**config.mk**
```make
export PLATFORM = sky130hd
export DESIGN_NAME = fetch_ctrl_flat
export DESIGN_NICKNAME = d
export VERILOG_FILES = /design/src/rtl/chore_fetch_pkg.sv /design/src/rtl/fetch_ctrl_if.sv /design/src/rtl/fetch_queue.sv /design/src/rtl/fetch_ctrl.sv /design/src/flat_wrapper.sv
export SDC_FILE = /design/constraint.sdc
export NUM_CORES = 1
export LEC_CHECK = 0
export CELL_PAD_IN_SITES_DETAIL_PLACEMENT = 0
export CELL_PAD_IN_SITES_GLOBAL_PLACEMENT = 1
export CORE_MARGIN = 4
export CORE_UTILIZATION = 25
export CTS_CLUSTER_SIZE = 40
export DETAILED_ROUTE_END_ITERATION = 8
export DONT_BUFFER_PORTS = 1
export PLACE_DENSITY_LB_ADDON = 0.15
export RECOVER_POWER = 25
export SLEW_MARGIN = 20
export SYNTH_ARGS = -nofsm -noshare
export SYNTH_HDL_FRONTEND = slang
export SYNTH_SLANG_ARGS = --single-unit
```
**constraint.sdc**
```tcl
create_clock -name clk -period 10.47 [get_ports clk]
set_clock_uncertainty 0.15 [all_clocks]
set_input_delay 2.094 -clock clk [delete_from_list [all_inputs] [get_ports clk]]
set_output_delay 2.094 -clock clk [all_outputs]
set_load 0.005 [all_outputs]
```
**src/rtl/chore_fetch_pkg.sv**
```systemverilog
// Shared types and constants for the instruction-fetch sequencer.
// Optional feature macro used by fetch_ctrl: CHORE_FETCH_PERF_EN.
package chore_fetch_pkg;

  localparam int XLEN_DEF          = 64;
  localparam int IM_DEPTH_DEF      = 2048;
  localparam int IM_ADDR_WIDTH_DEF = $clog2(IM_DEPTH_DEF);
  localparam int IM_DATA_WIDTH_DEF = 32;
  localparam int FQ_DEPTH_DEF      = 2;

  // Canonical RISC-V NOP (addi x0, x0, 0), shown to ID while nothing is queued.
  localparam logic [31:0] CHORE_NOP = 32'h00000013;

  typedef enum logic {
    FS_RUN   = 1'b0,
    FS_FAULT = 1'b1
  } fetch_state_e;

  typedef struct packed {
    logic [63:0] pc;
    logic [31:0] instr;
  } fq_entry_t;

  // Instruction addresses must be word aligned; only the low two bits matter.
  function automatic logic isAligned(input logic [1:0] pcLow);
    return pcLow == 2'b00;
  endfunction

endpackage

```
**src/rtl/fetch_ctrl_if.sv**
```systemverilog
// Bus bundle between the fetch sequencer and its environment:
// instruction-memory port, EX redirect request, ID handshake and fault flag.
// master = fetch_ctrl side, slave = memory/pipeline side.
interface fetch_ctrl_if
  import chore_fetch_pkg::*;
#(
  parameter int XLEN          = XLEN_DEF,
  parameter int IM_ADDR_WIDTH = IM_ADDR_WIDTH_DEF,
  parameter int IM_DATA_WIDTH = IM_DATA_WIDTH_DEF
);

  logic [IM_ADDR_WIDTH-1:0]   o_im_addr;
  logic [IM_DATA_WIDTH/8-1:0] o_im_wen;
  logic [IM_DATA_WIDTH-1:0]   i_im_rdata;
  logic                       i_redir_valid;
  logic [XLEN-1:0]            i_redir_pc;
  logic                       o_id_valid;
  logic                       i_id_ready;
  logic [IM_DATA_WIDTH-1:0]   o_id_instr;
  logic [XLEN-1:0]            o_id_pc;
  logic                       o_fault;

  modport master (
    output o_im_addr, o_im_wen,
    input  i_im_rdata,
    input  i_redir_valid, i_redir_pc,
    output o_id_valid,
    input  i_id_ready,
    output o_id_instr, o_id_pc, o_fault
  );

  modport slave (
    input  o_im_addr, o_im_wen,
    output i_im_rdata,
    output i_redir_valid, i_redir_pc,
    input  o_id_valid,
    output i_id_ready,
    input  o_id_instr, o_id_pc, o_fault
  );

endinterface

```
**src/rtl/fetch_queue.sv**
```systemverilog
// Small circular FIFO of fetched (pc, instr) entries.
// Flush wins over push and pop; simultaneous push and pop keeps the count.
module fetch_queue
  import chore_fetch_pkg::*;
#(
  parameter int DEPTH = FQ_DEPTH_DEF
) (
  input  logic                     clk,
  input  logic                     rst_n,
  input  logic                     push_i,
  input  fq_entry_t                pushData_i,
  input  logic                     pop_i,
  input  logic                     flush_i,
  output fq_entry_t                head_o,
  output logic [$clog2(DEPTH):0]   count_o,
  output logic                     full_o,
  output logic                     empty_o
);

  localparam int PTR_W = (DEPTH > 1) ? $clog2(DEPTH) : 1;
  localparam int CNT_W = $clog2(DEPTH) + 1;

  fq_entry_t        storage_q [DEPTH];
  logic [PTR_W-1:0] wrPtr_q, wrPtr_d;
  logic [PTR_W-1:0] rdPtr_q, rdPtr_d;
  logic [CNT_W-1:0] count_q, count_d;
  logic             doPush, doPop;

  assign empty_o = (count_q == '0);
  assign full_o  = (count_q == CNT_W'(DEPTH));
  assign count_o = count_q;
  assign head_o  = storage_q[rdPtr_q];

  assign doPop  = pop_i & ~empty_o & ~flush_i;
  assign doPush = push_i & ~flush_i & (~full_o | doPop);

  // Next pointer/count values; a flush empties the queue outright.
  always_comb begin
    wrPtr_d = wrPtr_q;
    rdPtr_d = rdPtr_q;
    count_d = count_q;
    if (flush_i) begin
      wrPtr_d = '0;
      rdPtr_d = '0;
      count_d = '0;
    end else begin
      if (doPush) wrPtr_d = wrPtr_q + PTR_W'(1);
      if (doPop)  rdPtr_d = rdPtr_q + PTR_W'(1);
      unique case ({doPush, doPop})
        2'b10:   count_d = count_q + CNT_W'(1);
        2'b01:   count_d = count_q - CNT_W'(1);
        default: count_d = count_q;
      endcase
    end
  end

  // Pointer and occupancy registers.
  always_ff @(posedge clk or negedge rst_n) begin
    if (!rst_n) begin
      wrPtr_q <= '0;
      rdPtr_q <= '0;
      count_q <= '0;
    end else begin
      wrPtr_q <= wrPtr_d;
      rdPtr_q <= rdPtr_d;
      count_q <= count_d;
    end
  end

  // Entry storage needs no reset: empty_o gates every read of it.
  always_ff @(posedge clk) begin
    if (doPush) storage_q[wrPtr_q] <= pushData_i;
  end

endmodule

```
**src/rtl/fetch_ctrl.sv**
```systemverilog
// Instruction-fetch sequencer: owns the PC, drives the 1-cycle-latency
// instruction memory, buffers returned words with their PC and hands them
// to ID with valid/ready. EX redirects flush buffered and in-flight fetches;
// a misaligned redirect parks the unit in FAULT until an aligned redirect.
// Optional feature macro: CHORE_FETCH_PERF_EN adds fetched/stall counters.
module fetch_ctrl
  import chore_fetch_pkg::*;
#(
  parameter int              XLEN          = XLEN_DEF,
  parameter int              IM_DEPTH      = IM_DEPTH_DEF,
  parameter int              IM_ADDR_WIDTH = $clog2(IM_DEPTH),
  parameter int              IM_DATA_WIDTH = IM_DATA_WIDTH_DEF,
  parameter logic [XLEN-1:0] RESET_PC      = '0,
  parameter int              FQ_DEPTH      = FQ_DEPTH_DEF
) (
  input  logic         clk,
  input  logic         rst_n,
  fetch_ctrl_if.master bus
`ifdef CHORE_FETCH_PERF_EN
  ,
  output logic [31:0]  o_perf_fetched,
  output logic [31:0]  o_perf_stall
`endif
);

  localparam int CNT_W = $clog2(FQ_DEPTH) + 1;
  localparam int OCC_W = CNT_W + 1;

  fetch_state_e     state_q, state_d;
  logic             fault_q;
  logic [XLEN-1:0]  fetchPc_q, fetchPc_d;
  logic             inflight_q, inflight_d;
  logic [XLEN-1:0]  inflightPc_q, inflightPc_d;

  fq_entry_t        qHead;
  fq_entry_t        qPushData;
  logic [CNT_W-1:0] qCount;
  logic             qFull, qEmpty;
  logic             qPush;

  logic             redirAligned, redirMisaligned;
  logic             pop;
  logic [OCC_W-1:0] occupancy;
  logic             issueSeq, issue;

  assign redirAligned    = bus.i_redir_valid &  isAligned(bus.i_redir_pc[1:0]);
  assign redirMisaligned = bus.i_redir_valid & ~isAligned(bus.i_redir_pc[1:0]);

  assign pop = bus.o_id_valid & bus.i_id_ready;

  // Credits count the in-flight word too, so a full queue can never overflow.
  assign occupancy = OCC_W'(qCount) + OCC_W'(inflight_q) - OCC_W'(pop);
  assign issueSeq  = (state_q == FS_RUN) & ~bus.i_redir_valid &
                     ~(qFull & ~pop) & (occupancy < OCC_W'(FQ_DEPTH));
  assign issue     = issueSeq | redirAligned;

  // A redirect read is sent to memory in the same cycle it is requested.
  assign bus.o_im_addr = redirAligned ? bus.i_redir_pc[2 +: IM_ADDR_WIDTH]
                                      : fetchPc_q[2 +: IM_ADDR_WIDTH];
  assign bus.o_im_wen  = '0;

  // Any redirect kills the word returning this cycle, since it is old-path.
  assign qPush     = inflight_q & ~bus.i_redir_valid;
  assign qPushData = '{pc: inflightPc_q, instr: bus.i_im_rdata};

  fetch_queue #(
    .DEPTH (FQ_DEPTH)
  ) u_queue (
    .clk        (clk),
    .rst_n      (rst_n),
    .push_i     (qPush),
    .pushData_i (qPushData),
    .pop_i      (pop),
    .flush_i    (bus.i_redir_valid),
    .head_o     (qHead),
    .count_o    (qCount),
    .full_o     (qFull),
    .empty_o    (qEmpty)
  );

  assign bus.o_id_valid = ~qEmpty;
  assign bus.o_id_instr = qEmpty ? CHORE_NOP : qHead.instr;
  assign bus.o_id_pc    = qEmpty ? RESET_PC  : qHead.pc;
  assign bus.o_fault    = fault_q;

  // Next PC and in-flight tracking; a redirect overrides sequential fetch.
  always_comb begin
    fetchPc_d    = fetchPc_q;
    inflightPc_d = inflightPc_q;
    inflight_d   = issue;
    if (redirAligned) begin
      fetchPc_d    = bus.i_redir_pc + XLEN'(4);
      inflightPc_d = bus.i_redir_pc;
    end else if (issueSeq) begin
      fetchPc_d    = fetchPc_q + XLEN'(4);
      inflightPc_d = fetchPc_q;
    end
  end

  // RUN/FAULT transitions, driven only by redirects.
  always_comb begin
    state_d = state_q;
    if (redirAligned)         state_d = FS_RUN;
    else if (redirMisaligned) state_d = FS_FAULT;
  end

  // FSM state with its registered fault flag.
  always_ff @(posedge clk or negedge rst_n) begin
    if (!rst_n) begin
      state_q <= FS_RUN;
      fault_q <= 1'b0;
    end else begin
      state_q <= state_d;
      fault_q <= (state_d == FS_FAULT);
    end
  end

  // PC and in-flight read registers.
  always_ff @(posedge clk or negedge rst_n) begin
    if (!rst_n) begin
      fetchPc_q    <= RESET_PC;
      inflight_q   <= 1'b0;
      inflightPc_q <= RESET_PC;
    end else begin
      fetchPc_q    <= fetchPc_d;
      inflight_q   <= inflight_d;
      inflightPc_q <= inflightPc_d;
    end
  end

`ifdef CHORE_FETCH_PERF_EN
  logic [31:0] perfFetched_q;
  logic [31:0] perfStall_q;

  // Accepted-instruction and fetch-stall counters, wrapping at 2^32.
  always_ff @(posedge clk or negedge rst_n) begin
    if (!rst_n) begin
      perfFetched_q <= '0;
      perfStall_q   <= '0;
    end else begin
      if (pop) perfFetched_q <= perfFetched_q + 32'd1;
      if ((state_q == FS_RUN) & ~issue & ~bus.i_redir_valid)
        perfStall_q <= perfStall_q + 32'd1;
    end
  end

  assign o_perf_fetched = perfFetched_q;
  assign o_perf_stall   = perfStall_q;
`else
  // Performance counters are compiled out in this build.
`endif

endmodule

```
**src/flat_wrapper.sv**
```systemverilog
// flat-port wrapper written by rule: the top's interface ports become plain ports
module fetch_ctrl_flat import chore_fetch_pkg::*;
#(
  parameter int              XLEN          = XLEN_DEF,
  parameter int              IM_DEPTH      = IM_DEPTH_DEF,
  parameter int              IM_ADDR_WIDTH = $clog2(IM_DEPTH),
  parameter int              IM_DATA_WIDTH = IM_DATA_WIDTH_DEF,
  parameter logic [XLEN-1:0] RESET_PC      = '0,
  parameter int              FQ_DEPTH      = FQ_DEPTH_DEF
)
  (clk, rst_n, bus_o_im_addr, bus_o_im_wen, bus_i_im_rdata, bus_i_redir_valid, bus_i_redir_pc, bus_o_id_valid, bus_i_id_ready, bus_o_id_instr, bus_o_id_pc, bus_o_fault);
  fetch_ctrl_if #(.XLEN(XLEN), .IM_ADDR_WIDTH(IM_ADDR_WIDTH), .IM_DATA_WIDTH(IM_DATA_WIDTH)) bus_i ();
  input  logic clk;
  input  logic rst_n;
  output wire logic [$bits(bus_i.o_im_addr)-1:0] bus_o_im_addr;
  output wire logic [$bits(bus_i.o_im_wen)-1:0] bus_o_im_wen;
  input wire logic [$bits(bus_i.i_im_rdata)-1:0] bus_i_im_rdata;
  input wire logic [$bits(bus_i.i_redir_valid)-1:0] bus_i_redir_valid;
  input wire logic [$bits(bus_i.i_redir_pc)-1:0] bus_i_redir_pc;
  output wire logic [$bits(bus_i.o_id_valid)-1:0] bus_o_id_valid;
  input wire logic [$bits(bus_i.i_id_ready)-1:0] bus_i_id_ready;
  output wire logic [$bits(bus_i.o_id_instr)-1:0] bus_o_id_instr;
  output wire logic [$bits(bus_i.o_id_pc)-1:0] bus_o_id_pc;
  output wire logic [$bits(bus_i.o_fault)-1:0] bus_o_fault;
  assign bus_o_im_addr = bus_i.o_im_addr;
  assign bus_o_im_wen = bus_i.o_im_wen;
  assign bus_i.i_im_rdata = bus_i_im_rdata;
  assign bus_i.i_redir_valid = bus_i_redir_valid;
  assign bus_i.i_redir_pc = bus_i_redir_pc;
  assign bus_o_id_valid = bus_i.o_id_valid;
  assign bus_i.i_id_ready = bus_i_id_ready;
  assign bus_o_id_instr = bus_i.o_id_instr;
  assign bus_o_id_pc = bus_i.o_id_pc;
  assign bus_o_fault = bus_i.o_fault;
  fetch_ctrl #(.XLEN(XLEN), .IM_DEPTH(IM_DEPTH), .IM_ADDR_WIDTH(IM_ADDR_WIDTH), .IM_DATA_WIDTH(IM_DATA_WIDTH), .RESET_PC(RESET_PC), .FQ_DEPTH(FQ_DEPTH)) u_core (.clk(clk), .rst_n(rst_n), .bus(bus_i));
endmodule
```
# Yosys cells after proc, flatten, opt, wreduce, memory -nomap -nowiden
# Memory sizes are Yosys's and may differ from the RTL's.
# Index checks and enable logic that the tools add are counted.
[op_classes]
n_addsub = 8
order_cmp = 1
bitwise_logic = 21
n_reduce_logical = 7
mux = 17
n_eq_ne = 3
[ops]
columns = ["operator", "count"]
rows = [
  ["$mux W64", 5],
  ["$add A64 B3 Y64 const B", 2],
  ["$mux W32", 1],
  ["$and A1 B1 Y1", 12],
  ["$mux W11", 1],
  ["$mux W1", 8],
  ["$reduce_bool A2 Y1", 4],
  ["$not A1 Y1", 7],
  ["$eq A2 B2 Y1 const B", 2],
  ["$logic_not A2 Y1", 2],
  ["$pmux W2 S2", 1],
  ["$add A2 B1 Y3", 1],
  ["$lt A3 B2 Y1 const B", 1],
  ["$reduce_bool A3 Y1", 1],
  ["$sub A3 B1 Y3", 1],
  ["$add A1 B1 Y1 const B", 2],
  ["$add A2 B1 Y2 const B", 1],
  ["$eq A2 B1 Y1 const B", 1],
  ["$mux W2", 1],
  ["$or A1 B1 Y1", 2],
  ["$sub A2 B1 Y2 const B", 1],
]
[word_totals]
memories = 1
ramBits = 192
register_bits = 134
out_inout_bits = 113
[memory_table]
columns = ["name", "words", "word_bits", "rd", "rd_clocked_by_memory_dff", "write_ports", "line", "text"]
rows = [
  ["u_core.u_queue.storage_q", 2, 96, 1, 0, 1, "fetch_queue.sv:23", "fq_entry_t storage_q [DEPTH];"],
]

# Depth between registers and ports, before layout
# Gate-level depths: netlist of run 1.
[logic_depth]
depth_word = 10
depth_mapped = 19
depth_no_buf = 13

# By module
# Synthesis of run 1 repeated with hierarchy kept, for this count alone.
[hier_totals]
cells_unflattened = 1487
area_unflattened_um2 = 16512.1
[by_module_without_submodules]
columns = ["module", "instances", "seq_area_each_um2", "cells_per_inst", "area_each_um2"]
rows = [
  ["fetch_ctrl", 1, 3253.1, 1163, 9225.1],
  ["fetch_queue", 1, 5865.6, 324, 7287.0],
]

# Least setup slack after synthesis of run 1
# OpenSTA, ideal clock, no wires.
[synth_path]
path_kind = "input to register"
startpoint = "input port bus_i_id_ready"
endpoint = "memory u_core.u_queue.storage_q[1][0] (netlist name) (enable)"
stages = 2
arrival_time_ns = 9.285
setup_slack_ns = 0.347
cell_sequence = "o21ai_0 nor3b_1"
[synth_via]
elab_chain_cells = 7
[synth_rtl]
columns = ["element", "line", "text"]
rows = [
  ["from (decl)", "flat_wrapper.sv:21", "input wire logic [$bits(bus_i.i_id_ready)-1:0] bus_i_id_ready;"],
  ["$and A1 B1 Y1", "fetch_ctrl.sv:49", "assign pop = bus.o_id_valid & bus.i_id_ready;"],
  ["$and A1 B1 Y1 (2 in a row)", "fetch_queue.sv:34", "assign doPop = pop_i & ~empty_o & ~flush_i;"],
  ["$or A1 B1 Y1", "fetch_queue.sv:35", "assign doPush = push_i & ~flush_i & (~full_o | doPop);"],
  ["$and A1 B1 Y1", "fetch_queue.sv:35", ""],
  ["$mux W1", "fetch_queue.sv:72", "if (doPush) storage_q[wrPtr_q] <= pushData_i;"],
  ["$mux W1 (not written as such)", "fetch_queue.sv:72", ""],
  ["to (decl)", "fetch_queue.sv:23", ""],
]
# No other way between the ends.

# Final worst setup path of run 1
[layout_path]
startpoint = "input port bus_i_redir_pc[1]"
endpoint = "output port bus_o_im_addr[6]"
[layout_via]
elab_chain_cells = 3
[layout_rtl]
columns = ["element", "line", "text"]
rows = [
  ["from (decl)", "flat_wrapper.sv:19", "input wire logic [$bits(bus_i.i_redir_pc)-1:0] bus_i_redir_pc;"],
  ["$logic_not A2 Y1", "chore_fetch_pkg.sv:26", "return pcLow == 2'b00;"],
  ["$and A1 B1 Y1", "fetch_ctrl.sv:46", "assign redirAligned = bus.i_redir_valid & isAligned(bus.i_redir_pc[1:0]);"],
  ["$mux W11", "fetch_ctrl.sv:58", "assign bus.o_im_addr = redirAligned ? bus.i_redir_pc[2 +: IM_ADDR_WIDTH]"],
  ["to (decl)", "flat_wrapper.sv:15", "output wire logic [$bits(bus_i.o_im_addr)-1:0] bus_o_im_addr;"],
]
# No other way between the ends.

==> results of run 1 <==
[final cells by class]
type                    instances  area [um2]  share of cell area
clock buffers                  55        1150              0.0630
clock inverters                19         259              0.0142
inverters                      17        63.8             0.00350
multi-input cells            1079        6420               0.352
flip-flops and latches        326        9120               0.500
well taps                     846        1060              0.0580
repair buffers                 20         183              0.0100
[cell usage in the layout, fill, tap and decap left out, types with 7 or more instances in the layout]
cell / n
clkbuf_16: 43
buf_4: 18
clkinv_2: 7
nand3_1: 54
nor4_1: 26
o21ai_0: 24
nand4_1: 40
xor2_1: 54
nand2_1: 195
edfxtp_1: 192
inv_1: 16
nor2_1: 252
or3_1: 7
o22ai_1: 9
nor3_1: 43
xnor2_1: 57
a31oi_1: 51
a21oi_1: 45
mux2i_1: 137
clkbuf_1: 9
dfrtp_1: 133
[state kept, by name, indices dropped and copies added, names as in the netlist]
| signal | count |
|---|---|
| u_core.u_queue.rdPtr_q | 1 |
| u_core.inflight_q | 1 |
| u_core.u_queue.count_o | 2 |
| u_core.inflightPc_q | 64 |
| u_core.u_queue.wrPtr_q | 1 |
| u_core.fetchPc_q | 64 |
| u_core.state_q | 1 |
| u_core.u_queue.storage_q | 192 |
[stage by stage]
stage,instance area [um2],cells
2_1_floorplan,16000,1519
3_3_place_gp,16800,2286
6_report,18300,2362
5_1_grt,18300,2362
4_1_cts,18300,2362
3_5_place_dp,16800,2288
[worst paths after layout]
path	end	cells past startpoint	startpoint
max	bus_o_im_addr[6]	4	bus_i_redir_pc[1]
min	u_core.u_queue.storage_q[0][52]	0	u_core.inflightPc_q[20]
max reg2reg	u_core.inflightPc_q[2]	14	u_core.u_queue.count_o[1]
min reg2reg	u_core.u_queue.storage_q[0][52]	0	u_core.inflightPc_q[20]
max in group asynchronous	u_core.u_queue.rdPtr_q	0	rst_n
min in group asynchronous	u_core.fetchPc_q[50]	0	rst_n
[routing by layer]
layer  vias up  global-route usage
li1       5337                   -
met1      5592               0.193
met2       266               0.241
met3        64              0.0444
met4         0              0.0352
met5         -                   0
[kinds of logic (layout without fill, tap and decap cells)]
logic type | count (synthesis) | count (layout) | synth area share
and+or+nand+nor | 666 | 666 | 0.186
DFF | 326 | 326 | 0.570
AOI/OAI and AO/OA | 154 | 154 | 0.0595
muxes | 141 | 141 | 0.0885
buffers and inverters | 114 | 111 | 0.0318
xor gates and xnor gates | 111 | 111 | 0.0608
adders and majority gates | 3 | 3 | 0.00282
other | 1 | 4 | 0.000234
[report_power, final]
part           switching [uW]  internal, uW
combinational             245           159
clock                     563           919
sequential                156          1550
total                     963          2630
==> impl_metrics.json, run 1 <==
{
  "status": "complete, no violations",
  "syn_area_mm2": 0.0160,
  "htree_levels": 2,
  "dp_hpwl_um": 35400,
  "route.met2.wl_um": 24100,
  "synth_cells": 1516,
  "slowest_delay_ns": 0.59,
  "finalCritPeriodShare": 0.563,
  "hold_class": "flip-flop to flip-flop",
  "antennaDiodeCount": 0,
  "synth.top_cell.area_share": 0.360,
  "leakagePower_uw": 0.00617,
  "clock_sinks": 326,
  "fin_crit_ns": 5.89,
  "ys_seq_elements": 326,
  "peakVddDrop_mv": 0.0776,
  "grt_pass1_vias": 11300,
  "maxSlewViolCount": 0,
  "tightest_slew_ns": 1.07,
  "drive_gt1_frac": 0.0693,
  "routed_wl_um": 51300,
  "cts_setup_buffers": 0,
  "holdBufCountCts": 0,
  "grt_pass1_wl_um": 76500,
  "slowest_stage": "mux2i_1",
  "cts-resized-gates": 0,
  "max_cap_violations": 0,
  "drtIter0Drc": 715,
  "grt_antenna_before_repair": 1,
  "area_delta_synth_final_pct": 14.1,
  "place_ws_ns": 4.10,
  "final_util": 0.289,
  "hold_viol_final": 0,
  "cp_num_buf_inv": 2,
  "place.gp.congestion": 0.770,
  "cts.path.max_buffers": 3,
  "ant_nets": 0,
  "path_cells": "nor3b_2, buf_12, mux2i_1, inv_1",
  "ys.flop_type": "edfxtp_1",
  "cts_tree": "done",
  "fill_cells": 6503,
  "io_pins": 213,
  "setup_ws_ns": 4.58,
  "dieArea_mm2": 0.0681,
  "required_ns": 8.23,
  "hold-worst-slack_ns": 0.317,
  "synth_top_area_cell": "edfxtp_1",
  "grt_max_degree": 135,
  "yosysUniqueCellTypes": 65,
  "clkSlewWorstSetupHoldPaths_ns": 0.06,
  "postSynthAreaPerCell_um2": 10.6,
  "wl_met1_um": 22200,
  "ys.warnings.count": 0,
  "drc": 0,
  "worstPathMaxFanout": 107,
  "first_pass_iters": 5,
  "timing.fmax_mhz": 170,
  "routed.top_layer": "met4",
  "endpoint_kind": "output pin",
  "nets": 1587,
  "r2r_setup_slack_ns": 4.81,
  "relSlewSlack": 0.281,
  "core_mm2": 0.0632,
  "clock-root-buffer": "clkbuf_16",
  "synth_most_common_cell": "nor2_1",
  "crit_type": "input pin to output pin",
  "rsz0062_at_grt": "false",
  "grt_usage": 0.147,
  "synth_area_leaders": "edfxtp_1, dfrtp_1, mux2i_1",
  "start_util": 0.253,
  "synthTopCellsByCount": "nor2_1, nand2_1, edfxtp_1, mux2i_1, dfrtp_1",
  "die_y_um": 261,
  "cts_made_buffers": 40,
  "critPathLaunchType": "input pin",
  "finalSetupTns_ns": 0,
  "crit_family": "multiplexers",
  "rows": 92,
  "synthArstFlopShare": 0.411,
  "vias": 11300,
  "synth_edf_count": 192,
  "p_total_uw": 3590,
  "clk_latency_ns": 0.56,
  "setup_viol": 0,
  "powerDensity_mw_per_mm2": 197,
  "yosysSeqAreaShare": 0.570,
  "critPathArrivalTime_ns": 3.65,
  "dr_wl_met3_um": 3860,
  "grt.overflow.total": 0,
  "io_buffers": 0,
  "wl_per_cell_um": 21.7,
  "vias_per_cell": 4.77,
  "fp.dieW_um": 261
}
No activity file was read; power rests on OpenSTA's default activity.
==> run 2: changes to the inputs <==
==> constraint.sdc (replaced) <==
create_clock -name clk -period 6 [get_ports clk]
set_clock_uncertainty 0.15 [all_clocks]
set_input_delay 1.2 -clock clk [delete_from_list [all_inputs] [get_ports clk]]
set_output_delay 1.2 -clock clk [all_outputs]
set_load 0.005 [all_outputs]
==> run 2 against run 1 <==
  * Sequential cell count is the same
  * First-iteration DRC count grew 4.3%
  * Total power grew 66%
  * Sequential share of layout area grew 0.40 points
  * Non-clock buffer count grew 7
  * Global-route usage grew 0.18 points
  * Combinational power grew 76%
==> impl_metrics.json, run 2 (synthesis results as in run 1) <==
{
  "setup_viol": 0,
  "critPathLaunchType": "input pin",
  "reg2reg_to": "u_core.inflightPc_q[2]",
  "required_ns": 6.29,
  "dieArea_mm2": 0.0681,
  "core_mm2": 0.0632,
  "die_y_um": 261,
  "wl_per_cell_um": 21.8,
  "slowest_delay_ns": 0.67,
  "fill_cells": 6516,
  "worstPathMaxFanout": 10,
  "leakagePower_uw": 0.00610,
  "grt_pass1_vias": 11400,
  "vias_per_cell": 4.74,
  "ant_nets": 0,
  "r2r-start": "u_core.u_queue.count_o[1]",
  "clock-root-buffer": "clkbuf_16",
  "finalSetupTns_ns": 0,
  "top_register": "u_core.u_queue.storage_q",
  "io_pins": 213,
  "place.gp.congestion": 0.796,
  "area_delta_synth_final_pct": 13.2,
  "holdBufCountCts": 0,
  "max_cap_violations": 0,
  "tightest_slew_ns": 1.02,
  "clkSlewWorstSetupHoldPaths_ns": 0.06,
  "cts-resized-gates": 0,
  "timing.fmax_mhz": 220,
  "r2r_setup_slack_ns": 1.92,
  "hold_class": "input pin to async pin",
  "io_buffers": 0,
  "routed_wl_um": 51700,
  "vias": 11200,
  "cts_tree": "done",
  "largest_reg_flops": 192,
  "cts_made_buffers": 40,
  "first_pass_iters": 6,
  "maxSlewViolCount": 0,
  "peakVddDrop_mv": 0.157,
  "powerDensity_mw_per_mm2": 328,
  "endpoint_kind": "flip-flop",
  "top_regs": "u_core.u_queue.storage_q: 192 flops, u_core.fetchPc_q: 64 flops, u_core.inflightPc_q: 64 flops",
  "r2r_cells": 14,
  "rows": 92,
  "critPathArrivalTime_ns": 4.84,
  "relSlewSlack": 0.320,
  "final_cell_count_no_fill": 2369,
  "htree_levels": 2,
  "grt.overflow.total": 0,
  "hold_viol_final": 0,
  "clock_sinks": 326,
  "finalCritPeriodShare": 0.759,
  "dp_hpwl_um": 35600,
  "path_cells": "nor3b_2, nand2_1, nand2_1, ha_1, inv_1, or4_1, a22o_1, nor3_2, nand4_1, xnor2_1, mux2_2",
  "cts_setup_buffers": 0,
  "crit_type": "input pin to flip-flop",
  "cts.path.max_buffers": 3,
  "fp.dieW_um": 261,
  "layout_commonest_cell": "nor2_1",
  "rsz0062_at_grt": "false",
  "crit_top_cell": "nand2_1",
  "drive_gt1_frac": 0.0657,
  "clk_latency_ns": 0.56,
  "grt_pass1_wl_um": 77400,
  "status": "complete, no violations",
  "grt_antenna_before_repair": 1,
  "drtIter0Drc": 746,
  "fin_crit_ns": 4.55,
  "placed_cells": 2295,
  "start_util": 0.253,
  "grt_usage": 0.149,
  "grt_max_degree": 175,
  "nets": 1594,
  "slowest_stage": "nor3_2",
  "drc": 0,
  "layout_common_cells": "nor2_1, nand2_1, edfxtp_1"
}
## run 2: cell types whose count changed in the layout (fill, tap and decap cells not counted), moves of 2 or more
| cell | before | now |
|---|---|---|
| buf_12 | 1 | 3 |
| buf_4 | 18 | 24 |
| bufinv_16 | 6 | 0 |
| clkbuf_1 | 9 | 18 |
| clkbuf_16 | 43 | 41 |
| clkinv_2 | 7 | 4 |
| diode_2 | 0 | 2 |
## run 2: cell type report
class,count,area (um2),share of cell area
tap,846,1060,0.0584
multi-input combinational,1079,6430,0.355
antenna,2,5.00,0.000276
inverter,17,63.8,0.00352
timing repair buffer,27,240,0.0133
clock inverter,10,55.1,0.00304
clock buffer,62,1130,0.0627
sequential,326,9120,0.504
## run 2: worst max-delay path by stage
stage / start / endpoint / cells past startpoint
final: bus_i_redir_pc[1] / u_core.fetchPc_q[52] / 11
after global routing: bus_i_redir_pc[1] / u_core.fetchPc_q[52] / 11
after CTS: bus_i_redir_pc[1] / u_core.fetchPc_q[52] / 11
after detailed placement: bus_i_redir_pc[1] / u_core.fetchPc_q[52] / 11
after global placement: bus_i_redir_pc[1] / u_core.fetchPc_q[52] / 11
after floorplan: bus_i_id_ready / u_core.u_queue.storage_q[1][0] / 2
## run 2: critical path: cells and delay by family
| family | cells | cell delay, ns |
|---|---|---|
| muxes | 1 | 0.26 |
| and+or+nand+nor | 6 | 2.35 |
| adders and majority gates | 1 | 0.32 |
| buffers and inverters | 1 | 0.08 |
| xor gates and xnor gates | 1 | 0.17 |
| AOI/OAI and AO/OA | 1 | 0.44 |
## run 2: metrics by stage
stage | setup slack, ns | power, uW | area, um2 | hold WS (ns) | util
after detailed placement | 0.813 | 3750 | 16900 | 0.311 | 0.268
after floorplan | 0.148 | 3500 | 16000 | 0.287 | -
final | 1.45 | 5950 | 18100 | 0.189 | 0.287
after global placement | 0.900 | 3740 | 16900 | 0.301 | 0.268
after global routing | 1.16 | 6270 | 18100 | 0.151 | 0.287
after CTS | 1.41 | 6070 | 18100 | 0.159 | 0.287
## run 2: report_power, final
part           switching [uW]  internal (uW)  total (uW)
logic                     425            286         710
registers                 278           2710        2990
clock network             954           1300        2250
total                    1660           4290        5950
## run 2: layer usage
metal	GRT usage	part of all wire	vias to the layer above
met2	0.245	0.47	247
met5	0	0	-
met3	0.0421	0.071	56
li1	-	-	5354
met4	0.0365	0.020	0
met1	0.195	0.44	5582
==> run 3: changes to the inputs <==
==> constraint.sdc (replaced) <==
create_clock -name clk -period 4.7 [get_ports clk]
set_clock_uncertainty 0.15 [all_clocks]
set_input_delay 0.94 -clock clk [delete_from_list [all_inputs] [get_ports clk]]
set_output_delay 0.94 -clock clk [all_outputs]
set_load 0.005 [all_outputs]
==> run 3 against run 2 <==
  * Non-clock buffer count grew 16
  * Hold slack got worse by 0.017 ns
  * Via count up 1.0%
  * Sequential cell count did not move
  * Combinational power up 37%
  * Setup slack lost 0.64 ns
  * Wire length rose by 0.91%
  * Register-to-register slack got worse by 0.97 ns
  * Total power rose by 34%
  * First-iteration DRC count down 19%
  * Critical endpoint is now u_core.fetchPc_q[62]
==> impl_metrics.json, run 3 (synthesis results as in run 1) <==
{
  "dieArea_mm2": 0.0681,
  "top_regs": "u_core.u_queue.storage_q: 192 flops, u_core.fetchPc_q: 64 flops, u_core.inflightPc_q: 64 flops",
  "drc": 0,
  "clock-root-buffer": "clkbuf_16",
  "largest_reg_flops": 192,
  "status": "complete, no violations",
  "finalSetupTns_ns": 0,
  "layout_common_cells": "nor2_1, nand2_1, edfxtp_1",
  "core_mm2": 0.0632,
  "grt_usage": 0.150,
  "drive_gt1_frac": 0.0832,
  "cts_made_buffers": 40,
  "reg2reg_to": "u_core.fetchPc_q[52]",
  "worstPathMaxFanout": 17,
  "cts_tree": "done",
  "fin_crit_ns": 3.89,
  "multiInputGateArea_mm2": 0.00647,
  "place.gp.congestion": 0.797,
  "clkSlewWorstSetupHoldPaths_ns": 0.06,
  "grt_pass1_vias": 11500,
  "required_ns": 4.96,
  "r2r_setup_slack_ns": 0.95,
  "wl_per_cell_um": 21.9,
  "dp_hpwl_um": 37200,
  "rows": 92,
  "crit_type": "input pin to flip-flop",
  "place_ws_ns": 0.206,
  "maxSlewViolCount": 0,
  "clock_sinks": 326,
  "cts-resized-gates": 0,
  "first_pass_iters": 5,
  "top_register": "u_core.u_queue.storage_q",
  "max_cap_violations": 0,
  "hold_viol_final": 0,
  "grt_antenna_before_repair": 0,
  "die_y_um": 261,
  "r2r-start": "u_core.u_queue.count_o[1]",
  "critPathArrivalTime_ns": 4.15,
  "timing.fmax_mhz": 257,
  "hold-worst-slack_ns": 0.172,
  "regArea_mm2": 0.00912,
  "io_pins": 213,
  "slowest_stage": "a222oi_1",
  "endpoint_kind": "flip-flop",
  "io_buffers": 0,
  "grt.overflow.total": 0,
  "nets": 1610,
  "r2r_cells": 13,
  "path_cells": "or3b_4, nand2_1, nand2_2, ha_4, inv_1, or4_1, a222oi_1, nand4b_2, nor4_2, xnor2_1, mux2i_1",
  "fp.dieW_um": 261,
  "routed_wl_um": 52200,
  "start_util": 0.253,
  "leakagePower_uw": 0.00629,
  "placed_cell_area_mm2": 0.0171,
  "setup_ws_ns": 0.811,
  "setup_viol": 0,
  "antennaDiodeCount": 0,
  "critPathLaunchType": "input pin",
  "peakVddDrop_mv": 0.201,
  "area_delta_synth_final_pct": 15.3,
  "cts_setup_buffers": 0,
  "grt_pass1_wl_um": 77600,
  "layout_commonest_cell": "nor2_1",
  "slowest_delay_ns": 0.70,
  "relSlewSlack": 0.352,
  "vias_per_cell": 4.76,
  "htree_levels": 2,
  "hold_class": "input pin to async pin",
  "powerDensity_mw_per_mm2": 432,
  "rsz0062_at_grt": "false",
  "ant_nets": 0,
  "clk_latency_ns": 0.55,
  "crit_start": "bus_i_redir_valid",
  "finalCritPeriodShare": 0.827,
  "vias": 11400,
  "drtIter0Drc": 604,
  "grt_max_degree": 135,
  "tightest_slew_ns": 0.971,
  "fill_cells": 6559,
  "cts.path.max_buffers": 3,
  "design_area_mm2": 0.0184
}
## run 3: cell types whose count changed in the layout (fill, tap and decap cells not counted), sizes merged
| cell | previous run | this run |
|---|---|---|
| clkinv | 9 | 14 |
| buf | 27 | 43 |
| clkinvlp | 2 | 1 |
| inv | 16 | 18 |
| bufinv | 0 | 6 |
| clkbuf | 62 | 51 |
| diode | 2 | 0 |
## run 3: metal layers
layer	global-route usage	vias up	share of wire
met5	0	-	0
met4	0.0410	0	0.024
met3	0.0421	74	0.069
met2	0.244	282	0.47
met1	0.196	5612	0.44
li1	-	5385	-
## run 3: per-stage QoR
step / instances / power [uW] / util
after floorplan: 1519 / 4490 / -
after global routing: 2384 / 8400 / 0.292
after CTS: 2384 / 8120 / 0.292
after detailed placement: 2310 / 4860 / 0.270
final: 2384 / 7970 / 0.292
after global placement: 2310 / 4850 / 0.270
## run 3: area by class of cell
cell class,instances,share of cell area
tap,846,0.0574
multi-input combinational,1079,0.351
timing repair buffer,43,0.0213
sequential,326,0.495
inverter,17,0.00346
clock buffer,51,0.0576
clock inverter,22,0.0148
## run 3: worst max-delay path, delay by kind of cell
kind / cells / cell delay, ns
xor+xnor: 1 / 0.15
simple gates: 6 / 2.03
fa+ha+maj: 1 / 0.18
compound gates: 1 / 0.70
buf+inv: 1 / 0.06
mux: 1 / 0.08
## run 3: how the worst max path moves through the flow
stage | slack (ns) | to | cells past startpoint
global route | 0.57 | u_core.fetchPc_q[62] | 11
floorplan | 0.005 | u_core.fetchPc_q[62] | 17
detailed placement | 0.21 | u_core.fetchPc_q[62] | 11
CTS | 0.80 | u_core.fetchPc_q[62] | 11
finish | 0.81 | u_core.fetchPc_q[62] | 11
global placement | 0.30 | u_core.fetchPc_q[62] | 11
## run 3: timing repair
action,in CTS,in global routing
hold endpoints to repair,134,0
setup endpoints to repair,0,0
hold buffers,1,0
## run 3: power by group
group          internal, uW  total [uW]  switching (uW)
Combinational           392         976             584
Clock                  1930        3170            1240
Sequential             3460        3830             371
Total                  5780        7970            2190
